--- config.mk ---
export PLATFORM = sky130hd
export DESIGN_NAME = mem_access
export DESIGN_NICKNAME = d
export VERILOG_FILES = /design/src/rtl/mem_access_pkg.sv /design/src/rtl/mem_access_load_align.sv /design/src/rtl/mem_access.sv
export SDC_FILE = /design/constraint.sdc
export NUM_CORES = 1
export LEC_CHECK = 0
export ABC_AREA = 1
export CORE_AREA = 2 2 243 245
export DETAILED_ROUTE_END_ITERATION = 6
export DIE_AREA = 0 0 245 247
export PLACE_DENSITY = 0.5
export SLEW_MARGIN = 25
export SYNTH_ARGS = -nofsm -noshare
export SYNTH_HDL_FRONTEND = slang
export SYNTH_HIERARCHICAL = 1
export SYNTH_SLANG_ARGS = --single-unit
--- constraint.sdc ---
create_clock -name clk -period 3.05 [get_ports clk]
set_clock_uncertainty 0.2 [all_clocks]
set_input_delay 0.4575 -clock clk [delete_from_list [all_inputs] [get_ports clk]]
set_output_delay 0.4575 -clock clk [all_outputs]
set_load 0.005 [all_outputs]
--- src/rtl/mem_access_pkg.sv ---
// mem_access_pkg: shared encodings for the memory/branch-resolve stage.
//   - Branch op codes (BRANCH_*), data width codes (MEM_WIDTH_*).
//   - Bus FSM state type (MEM_IDLE / MEM_WAIT).
//   - mem_align_mask(): low address bits that must be zero for a width.
package mem_access_pkg;

    localparam logic [2:0] BRANCH_NONE     = 3'd0;
    localparam logic [2:0] BRANCH_JUMP     = 3'd1;
    localparam logic [2:0] BRANCH_ZERO     = 3'd2;
    localparam logic [2:0] BRANCH_NON_ZERO = 3'd3;

    localparam logic [1:0] MEM_WIDTH_B = 2'd0;
    localparam logic [1:0] MEM_WIDTH_H = 2'd1;
    localparam logic [1:0] MEM_WIDTH_W = 2'd2;
    localparam logic [1:0] MEM_WIDTH_D = 2'd3;

    typedef enum logic {
        MEM_IDLE = 1'b0,
        MEM_WAIT = 1'b1
    } mem_state_t;

    // Offset bits that must be clear for a naturally aligned access.
    function automatic logic [2:0] mem_align_mask(input logic [1:0] width);
        logic [2:0] mask;
        case (width)
            MEM_WIDTH_B: mask = 3'b000;
            MEM_WIDTH_H: mask = 3'b001;
            MEM_WIDTH_W: mask = 3'b011;
            default:     mask = 3'b111;
        endcase
        return mask;
    endfunction

endpackage

--- src/rtl/mem_access_load_align.sv ---
// mem_access_load_align: combinational lane steering for one doubleword bus.
//   i_offset       byte offset inside the doubleword (already aligned by caller)
//   i_width        MEM_WIDTH_* code
//   i_zero_extend  1 = zero-extend loads, 0 = sign-extend
//   i_rdata        raw doubleword read from the bus
//   i_store_data   store value (low bytes significant)
//   o_load_data    extracted and extended load value
//   o_wdata        store data replicated across all lanes
//   o_wmask        byte enables for the store
module mem_access_load_align
    import mem_access_pkg::*;
(
    input  logic [2:0]  i_offset,
    input  logic [1:0]  i_width,
    input  logic        i_zero_extend,
    input  logic [63:0] i_rdata,
    input  logic [63:0] i_store_data,
    output logic [63:0] o_load_data,
    output logic [63:0] o_wdata,
    output logic [7:0]  o_wmask
);

    logic [63:0] w_shifted;

    // Bring the addressed byte down to lane 0 before width selection.
    assign w_shifted = i_rdata >> {i_offset, 3'b000};

    always_comb begin
        o_load_data = w_shifted;
        o_wdata     = i_store_data;
        o_wmask     = 8'hFF;
        unique case (i_width)
            MEM_WIDTH_B: begin
                o_load_data = i_zero_extend ? {56'd0, w_shifted[7:0]}
                                            : {{56{w_shifted[7]}}, w_shifted[7:0]};
                o_wdata     = {8{i_store_data[7:0]}};
                o_wmask     = 8'h01 << i_offset;
            end
            MEM_WIDTH_H: begin
                o_load_data = i_zero_extend ? {48'd0, w_shifted[15:0]}
                                            : {{48{w_shifted[15]}}, w_shifted[15:0]};
                o_wdata     = {4{i_store_data[15:0]}};
                o_wmask     = 8'h03 << i_offset;
            end
            MEM_WIDTH_W: begin
                o_load_data = i_zero_extend ? {32'd0, w_shifted[31:0]}
                                            : {{32{w_shifted[31]}}, w_shifted[31:0]};
                o_wdata     = {2{i_store_data[31:0]}};
                o_wmask     = 8'h0F << i_offset;
            end
            MEM_WIDTH_D: begin
                o_load_data = w_shifted;
                o_wdata     = i_store_data;
                o_wmask     = 8'hFF;
            end
        endcase
    end

endmodule

--- src/rtl/mem_access.sv ---
// mem_access: memory / branch-resolve pipeline stage (execute -> here -> writeback).
//   Inputs : execute-stage registered outputs (valid, mem controls, branch op, result,
//            rs2, pcs), data bus read data and ack.
//   Outputs: data bus req/we/addr/wdata/wmask, stall (hold upstream), flush and
//            redirect_pc on mispredict, bus_error pulse on timeout, misaligned pulse,
//            and registered valid/rd/rd_write/rd_value toward writeback.
//   BUS_TIMEOUT: WAIT cycles tolerated before the access is aborted (1..65535).
//   Build option MEM_MISALIGN_TRAP_EN: misaligned accesses are trapped (no bus request,
//   misaligned_out pulse, no rd write). Without it, misaligned_out is 0 and the
//   offset is rounded down to the width's natural alignment.
module mem_access
    import mem_access_pkg::*;
#(
    parameter int unsigned BUS_TIMEOUT = 255
) (
    input  logic        clk,
    input  logic        reset,
    input  logic        valid_in,
    input  logic        branch_predicted_taken_in,
    input  logic        alu_non_zero_in,
    input  logic        mem_read_in,
    input  logic        mem_write_in,
    input  logic [2:0]  mem_width_in,
    input  logic        mem_zero_extend_in,
    input  logic [2:0]  branch_op_in,
    input  logic [8:0]  rd_in,
    input  logic        rd_write_in,
    input  logic [63:0] result_in,
    input  logic [63:0] rs2_value_in,
    input  logic [63:0] branch_pc_in,
    input  logic [63:0] pc_in,
    output logic        data_req_out,
    output logic        data_we_out,
    output logic [63:0] data_addr_out,
    output logic [63:0] data_wdata_out,
    output logic [7:0]  data_wmask_out,
    input  logic [63:0] data_rdata_in,
    input  logic        data_ack_in,
    output logic        stall_out,
    output logic        flush_out,
    output logic [63:0] redirect_pc_out,
    output logic        bus_error_out,
    output logic        misaligned_out,
    output logic        valid_out,
    output logic [8:0]  rd_out,
    output logic        rd_write_out,
    output logic [63:0] rd_value_out
);

    localparam logic [15:0] TIMEOUT_LAST = 16'(BUS_TIMEOUT - 1);

    logic [1:0]  w_width;
    logic [2:0]  w_raw_off;
    logic [2:0]  w_align_mask;
    logic [2:0]  w_off;
    logic        w_misaligned;
    logic        w_mis_trap;
    logic        w_mem_op;
    logic        w_req;
    logic        w_abort;
    logic        w_stall;
    logic        w_taken;
    logic [63:0] w_load_data;
    logic        w_unused_width;

    mem_access_pkg::mem_state_t r_state, w_state_next;
    logic [15:0] r_wait_cnt, w_wait_cnt_next;

    logic        r_valid;
    logic [8:0]  r_rd;
    logic        r_rd_write;
    logic [63:0] r_rd_value;
    logic        r_bus_error;

    assign w_width        = mem_width_in[1:0];
    assign w_unused_width = mem_width_in[2];
    assign w_raw_off      = result_in[2:0];
    assign w_align_mask   = mem_align_mask(w_width);

`ifdef MEM_MISALIGN_TRAP_EN
    assign w_misaligned = |(w_raw_off & w_align_mask);
    assign w_off        = w_raw_off;
`else
    assign w_misaligned = 1'b0;
    assign w_off        = w_raw_off & ~w_align_mask;
`endif

    assign w_mis_trap = valid_in & (mem_read_in | mem_write_in) & w_misaligned;
    assign w_mem_op   = valid_in & (mem_read_in | mem_write_in) & ~w_misaligned;

    mem_access_load_align u_load_align (
        .i_offset      (w_off),
        .i_width       (w_width),
        .i_zero_extend (mem_zero_extend_in),
        .i_rdata       (data_rdata_in),
        .i_store_data  (rs2_value_in),
        .o_load_data   (w_load_data),
        .o_wdata       (data_wdata_out),
        .o_wmask       (data_wmask_out)
    );

    // Bus FSM state and WAIT-cycle counter.
    always_ff @(posedge clk) begin
        if (reset) begin
            r_state    <= MEM_IDLE;
            r_wait_cnt <= '0;
        end else begin
            r_state    <= w_state_next;
            r_wait_cnt <= w_wait_cnt_next;
        end
    end

    always_comb begin
        w_state_next    = r_state;
        w_wait_cnt_next = r_wait_cnt;
        w_req           = 1'b0;
        w_abort         = 1'b0;
        unique case (r_state)
            MEM_IDLE: begin
                w_req           = w_mem_op;
                w_wait_cnt_next = '0;
                // Same-cycle ack completes with zero wait and never leaves IDLE.
                if (w_mem_op && !data_ack_in) begin
                    w_state_next = MEM_WAIT;
                end
            end
            MEM_WAIT: begin
                w_req = 1'b1;
                if (data_ack_in) begin
                    w_state_next    = MEM_IDLE;
                    w_wait_cnt_next = '0;
                end else if (r_wait_cnt == TIMEOUT_LAST) begin
                    w_abort         = 1'b1;
                    w_state_next    = MEM_IDLE;
                    w_wait_cnt_next = '0;
                end else begin
                    w_wait_cnt_next = r_wait_cnt + 16'd1;
                end
            end
            default: begin
                w_state_next    = MEM_IDLE;
                w_wait_cnt_next = '0;
            end
        endcase
    end

    assign w_stall = w_req & ~data_ack_in & ~w_abort;

    assign data_req_out  = w_req;
    assign data_we_out   = w_req & mem_write_in;
    assign data_addr_out = {result_in[63:3], 3'b000};
    assign stall_out     = w_stall;

    // Branch resolution; a branch sharing a mem op resolves once the access completes.
    always_comb begin
        case (branch_op_in)
            BRANCH_NONE:     w_taken = 1'b0;
            BRANCH_JUMP:     w_taken = 1'b1;
            BRANCH_ZERO:     w_taken = ~alu_non_zero_in;
            BRANCH_NON_ZERO: w_taken = alu_non_zero_in;
            default:         w_taken = 1'b0;
        endcase
    end

    assign flush_out       = valid_in & ~w_stall & (w_taken != branch_predicted_taken_in);
    assign redirect_pc_out = w_taken ? branch_pc_in : pc_in + 64'd4;

    // Writeback registers: bubble (valid/rd_write low) while stalled, data held.
    always_ff @(posedge clk) begin
        if (reset) begin
            r_valid     <= 1'b0;
            r_rd        <= '0;
            r_rd_write  <= 1'b0;
            r_rd_value  <= '0;
            r_bus_error <= 1'b0;
        end else if (!w_stall) begin
            r_valid     <= valid_in;
            r_rd        <= rd_in;
            r_rd_write  <= rd_write_in & valid_in & ~w_abort & ~w_mis_trap;
            r_rd_value  <= mem_read_in ? w_load_data : result_in;
            r_bus_error <= w_abort;
        end else begin
            r_valid     <= 1'b0;
            r_rd_write  <= 1'b0;
            r_bus_error <= 1'b0;
        end
    end

`ifdef MEM_MISALIGN_TRAP_EN
    logic r_misaligned;

    always_ff @(posedge clk) begin
        if (reset) begin
            r_misaligned <= 1'b0;
        end else if (!w_stall) begin
            r_misaligned <= w_mis_trap;
        end else begin
            r_misaligned <= 1'b0;
        end
    end

    assign misaligned_out = r_misaligned;
`else
    assign misaligned_out = 1'b0;
`endif

    assign valid_out     = r_valid;
    assign rd_out        = r_rd;
    assign rd_write_out  = r_rd_write;
    assign rd_value_out  = r_rd_value;
    assign bus_error_out = r_bus_error;

endmodule
[Word-level counts from Yosys, hierarchy flattened]
Index checks and enable logic that the tools add are counted.
W data, S select, Z words.
Word-level totals
  memory bits (writable): 0
  memory bits (read-only): 0
  latch bits: 0
  output and inout port bits: 281
  input port bits: 345
  register bits after elaboration: 93
  memories: 0
Operators by class
  bitwise operators: 16
  divide/modulo/power cells: 0
  reduce and logical (&&, ||, !) cells: 4
  $mul: 0
  order comparisons: 0
  mux-type cells: 21
  shift-type cells: 4
  equal/unequal tests: 8
  add/subtract/negate cells: 2
Operators by type and width (count)
  $pmux W64 S4: 2
  $mux W64: 5
  $add A64 B3 Y64 const B: 1
  $shr A64 B6 Y64: 1
  $mux W16: 2
  $pmux W16 S2: 1
  $pmux W8 S4: 1
  $add A16 B1 Y16 const B: 1
  $eq A16 B8 Y1 const B: 1
  $pmux W3 S3: 1
  $and A1 B1 Y1: 8
  $shl A1 B3 Y8 const A: 1
  $shl A2 B3 Y8 const A: 1
  $shl A4 B3 Y8 const A: 1
  $eq A3 B2 Y1 const B: 2
  $mux W1: 6
  $not A1 Y1: 5
  $eq A2 B2 Y1 const B: 2
  $pmux W1 S2: 2
  $and A3 B3 Y3: 1
  $eq A3 B1 Y1 const B: 1
  $not A3 Y3: 1
  $pmux W1 S3: 1
  $eq A2 B1 Y1 const B: 1
  other kinds (6): 6

[Longest topological paths before layout]
  depth after elaboration: 9
  depth in mapped cells: 18

[Cells and area by module]
The synthesis kept the hierarchy.
By module, submodules not included
  mem_access: area each 7465.9 µm², times used 1, sequential area each 1861.8 µm², cells an instance 1198
  mem_access_load_align: area each 4085.2 µm², times used 1, sequential area each 0.0 µm², cells an instance 923

[Least setup slack after synthesis]
No wires, ideal clock.
  path kind: input-to-output
  start point: in mem_width_in[1]
  end point: out data_wdata_out[12]
  stages: 9
  data arrival time: 2.018 ns
  setup slack: 0.375 ns
  data required time: 2.392 ns
  path buffers: 4
  cell sequence: clkbuf_1 -> clkbuf_1 -> inv_1 -> ha_1 -> clkbuf_1 -> inv_2 -> clkbuf_1 -> nand2_1 -> o21ai_0
On the way
  longest elaborated chain between the ends: 2
  elaborated cells on any way between the ends: 5
RTL lines
  start: declaration: line mem_access.sv:23  | input logic [2:0] mem_width_in,
  $eq A2 B2 Y1, or another cell as far along: line mem_access_load_align.sv:32  | unique case (i_width)
  $pmux W64 S4 (*): line mem_access_load_align.sv:32
  end: declaration: line mem_access.sv:35  | output logic [63:0] data_wdata_out,
Mark *: on every way between the ends. The rest lies on a longest branch, timed or not. The select of a mux whose other input is x is not followed.

[Worst setup path after layout]
  start point: in alu_non_zero_in
  end point: out redirect_pc_out[45]
On the way
  longest elaborated chain between the ends: 3
RTL lines
  start: declaration: line mem_access.sv:20  | input logic alu_non_zero_in,
  $not A1 Y1: line mem_access.sv:159  | BRANCH_ZERO: w_taken = ~alu_non_zero_in;
  $pmux W1 S3 (*): line mem_access.sv:156  | case (branch_op_in)
  $mux W64 (*): line mem_access.sv:166  | assign redirect_pc_out = w_taken ? branch_pc_in : pc_in + 64'd4;
  end: declaration: line mem_access.sv:41  | output logic [63:0] redirect_pc_out,
Mark *: on every way between the ends. The rest lies on a longest branch, timed or not.

==> parameters.txt <==
Parameter                              Value

Power and ir drop
  Static leakage ... 10.15 nW
  VDD IR-drop max ... 0.2329 mV
  Power density normalized to cell area ... 250.1 mW/mm^2

STA
  Share of the cycle needed by the critical path after routing ... 0.9872
  Final setup margin ... 0.03904 ns
  Minimum clock period after layout ... 3.011 ns
  Count of final hold-check violations ... 0
  Setup TNS Final ... 0 ns
  Worst rel slew slack ... 0.3764
  Hold slack ... 0.2460 ns
  Setup repair after global routing missed its margin ... true
  Highest achievable clock rate ... 332.1 MHz
  Actual slew at the worst max-slew pin ... 0.9344 ns
  Finish-stage setup viols ... 0
  Count of final max-slew check failures ... 0

Logic synthesis
  Most used DFF post-synth ... sky130_fd_sc_hd__dfxtp_1
  Synth cell count leaders ... 943 x sky130_fd_sc_hd__nand2_1, 199 x sky130_fd_sc_hd__nand3_1, 186 x sky130_fd_sc_hd__nor2_1, 130 x sky130_fd_sc_hd__inv_1, 98 x sky130_fd_sc_hd__o21ai_0
  Post-synthesis instance total ... 2121
  Most area-hungry cell type in the Yosys netlist ... sky130_fd_sc_hd__nand2_1
  Synth async-reset ratio ... 0
  Number of enable-type register cells in the synthesized netlist ... 0
  Share of Yosys cell area claimed by the top area cell type ... 0.3064
  Top cells by area, synth ... sky130_fd_sc_hd__nand2_1 31%, sky130_fd_sc_hd__dfxtp_1 16%, sky130_fd_sc_hd__nand3_1 8.6%
  Mean instance size in the synthesized netlist ... 5.446 sq um
  Synth Cell Area ... 0.01155 sq mm
  Top-count cell post-synth ... sky130_fd_sc_hd__nand2_1
  Sequential cell area fraction in the yosys report ... 0.1612
  Post-synthesis sequential element count ... 93
  Count of yosys warnings during synthesis ... 6
  Number of distinct library cells after synthesis ... 47

Drt
  DR WL/cell ... 19.16 um
  Total detailed-routing wirelength ... 69960 um
  Post-route DRC violation count ... 0
  Number of nets with antenna violations after routing ... 0
  Count of TritonRoute iterations in the first routing pass ... 5
  First DRT Iteration DRCs ... 922
  Vias per cell ... 4.486
  Uppermost layer routed ... met5
  Via count ... 16380
  Routed length on met1 ... 28160 um
  Detailed-routed wire length on met3 ... 4348 um
  Routed wl met2 ... 35440 um

Setup path
  Worst Path Max Fanout ... 7
  Data arrival time at the worst-slack endpoint ... 2.35 ns
  Nature of the critical path endpoint ... primary output
  CP required ... 2.39 ns
  Startpoint types ... primary input
  Crit Path Class ... primary input to primary output
  Worst Reg2Reg Path Length in Cells ... 9
  Critical path endpoint ... redirect_pc_out[45]
  Worst reg2reg path endpoint ... rd_write_out$_SDFF_PP0_
  Beginning of the worst register-to-register path ... r_wait_cnt[0]$_SDFF_PP0_
  R2R setup slack ... 0.62 ns
  Launch point of the worst path ... alu_non_zero_in

Floorplan
  Number of ports placed on the die boundary ... 626
  Placement row count ... 89
  Starting density of the core ... 0.1983
  Width of the chip ... 245 um
  Die ar. ... 0.06052 sq mm
  Core Box Area ... 0.05824 sq mm
  Die Height ... 247 um

Global route
  Vias in the first global route ... 16230
  Global-route wire length before repair ... 101300 um
  Overflow after GRT ... 0
  Largest net degree at the start of global routing ... 75
  GRT Resource Usage Total ... 0.2215
  Antenna violations before repair ... 9

Clocking
  Root Driver ... sky130_fd_sc_hd__clkbuf_16
  Clock tree from TritonCTS ... done
  Clk pin slew, worst setup/hold paths ... 0.07 ns
  H-tree depth ... 3
  Number of buffers created by CTS ... 9
  Deepest clock path buffer count ... 2
  Number of hold buffers added after cts ... 0
  Clock sink count ... 93
  Latest clock arrival within the worst-skew pair ... 0.36 ns

Run status
  Status ... finished, final reports clean

Placement
  Detailed Place HPWL ... 59020 um
  Placement Setup Slack ... -0.5310 ns
  Count of buffers from port buffering ... 620
  RePlAce Congestion ... 0.9595

Hold path
  Class of the tightest hold or removal check ... flop to flop

Final layout
  Proportion of layout cells with a drive suffix above 1 ... 0.2034
  Number of nets in the final layout ... 3224
  Utilization after layout ... 0.3586
  Synth-to-Final Area Change ... 80.80%

Job
  Total of max-cap violations ... 0
-- metal layers --
| layer | vias up | GRT usage |
|---|---|---|
| met3 | 82 | 0.04330 |
| met5 | - | 0 |
| met2 | 565 | 0.4098 |
| met4 | 8 | 0.06582 |
| li1 | 8174 | - |
| met1 | 7553 | 0.2558 |
-- worst max-delay path, cell delays in order --
cell and delay, ns:
sky130_fd_sc_hd__clkdlybuf4s50_1 0.47, sky130_fd_sc_hd__inv_2 0.06, sky130_fd_sc_hd__a21o_1 0.18, sky130_fd_sc_hd__nand3_4 0.11
sky130_fd_sc_hd__buf_12 0.15, sky130_fd_sc_hd__buf_12 0.12, sky130_fd_sc_hd__nand3_1 0.15, sky130_fd_sc_hd__nand2_1 0.14
sky130_fd_sc_hd__clkdlybuf4s50_1 0.52
-- power breakdown --
group	total (mW)	internal (mW)	switching, mW
sequential	1.34	1.29	0.0431
combinational	2.67	1.41	1.25
clock	1.22	0.655	0.566
-- logic make-up (layout without fill, tap and decap cells) --
logic type,after synthesis,count (layout),share of synthesized area
and+or+nand+nor,1375,1375,0.4852
muxes,61,61,0.05947
adders and majority gates,8,8,0.008666
AOI/OAI and AO/OA,224,224,0.1092
other,1,7,0.0003246
buffers and inverters,324,1076,0.1495
xor gates and xnor gates,35,35,0.02654
DFF,93,93,0.1612
-- registers in the layout, indices dropped and copies added, names as in the netlist --
signal         flops
rd_value_out      64
r_wait_cnt        16
rd_out             9
bus_error_out      1
r_state            1
rd_write_out       1
valid_out          1
-- timing repair --
item | CTS | global route
pin swaps | 27 | 41
resized for setup | 194 | 179
cloned | 0 | 2
setup endpoints to repair | 133 | 120
hold endpoints to repair | 0 | 0
setup buffers | 13 | 7
-- cell type report --
cell class              instances  area [sq um]
well taps                     773         967.2
inverters                     136         520.5
clock inverters                 7         90.09
clock buffers                   9         225.2
multi-input cells            1707          8518
flip-flops and latches         93          1863
fillers                      6411         37360
diodes                          3         7.507
repair buffers                924          8692
-- cell usage in the layout (no fill, tap or decap), drive strengths merged, types with 3 or more instances in the layout --
cell / count
clkbuf: 45
o211ai: 4
dlymetal6s2s: 24
o31ai: 3
nand2: 949
nor3: 9
o311ai: 4
nor2: 200
o221ai: 5
clkdlybuf4s50: 517
inv: 139
nand3: 201
mux2: 61
o21bai: 16
a21oi: 66
nand4: 13
dlygate4sd2: 24
a22o: 8
xor2: 19
xnor2: 16
diode: 3
ha: 8
o21ai: 111
buf: 306
clkdlybuf4s15: 17
dfxtp: 93
conb: 4
-- worst min-delay path by stage --
stage,from,endpoint,slack (ns),cells past startpoint
finish,rd_value_out[33]$_SDFFE_PP0N_,rd_value_out[33]$_SDFFE_PP0N_,0.25,2
global route,rd_value_out[30]$_SDFFE_PP0N_,rd_value_out[30]$_SDFFE_PP0N_,0.26,2
CTS,rd_value_out[62]$_SDFFE_PP0N_,rd_value_out[62]$_SDFFE_PP0N_,0.25,2
detailed placement,rd_value_out[33]$_SDFFE_PP0N_,rd_value_out[33]$_SDFFE_PP0N_,0.23,2
global placement,rd_out[1]$_SDFFE_PP0N_,rd_out[1]$_SDFFE_PP0N_,0.23,2
floorplan,rd_out[0]$_SDFFE_PP0N_,rd_out[0]$_SDFFE_PP0N_,0.24,2
-- stage by stage --
stage          power [mW]  cell area [sq um]  std cells
6_report            5.224              20880       3652
5_1_grt             5.556              20880       3651
4_1_cts             5.293              20600       3640
3_5_place_dp        4.034              19950       3611
3_3_place_gp        4.036              19950       3611
2_1_floorplan       2.356              11560       2124
(Power assumes the default switching activity.)
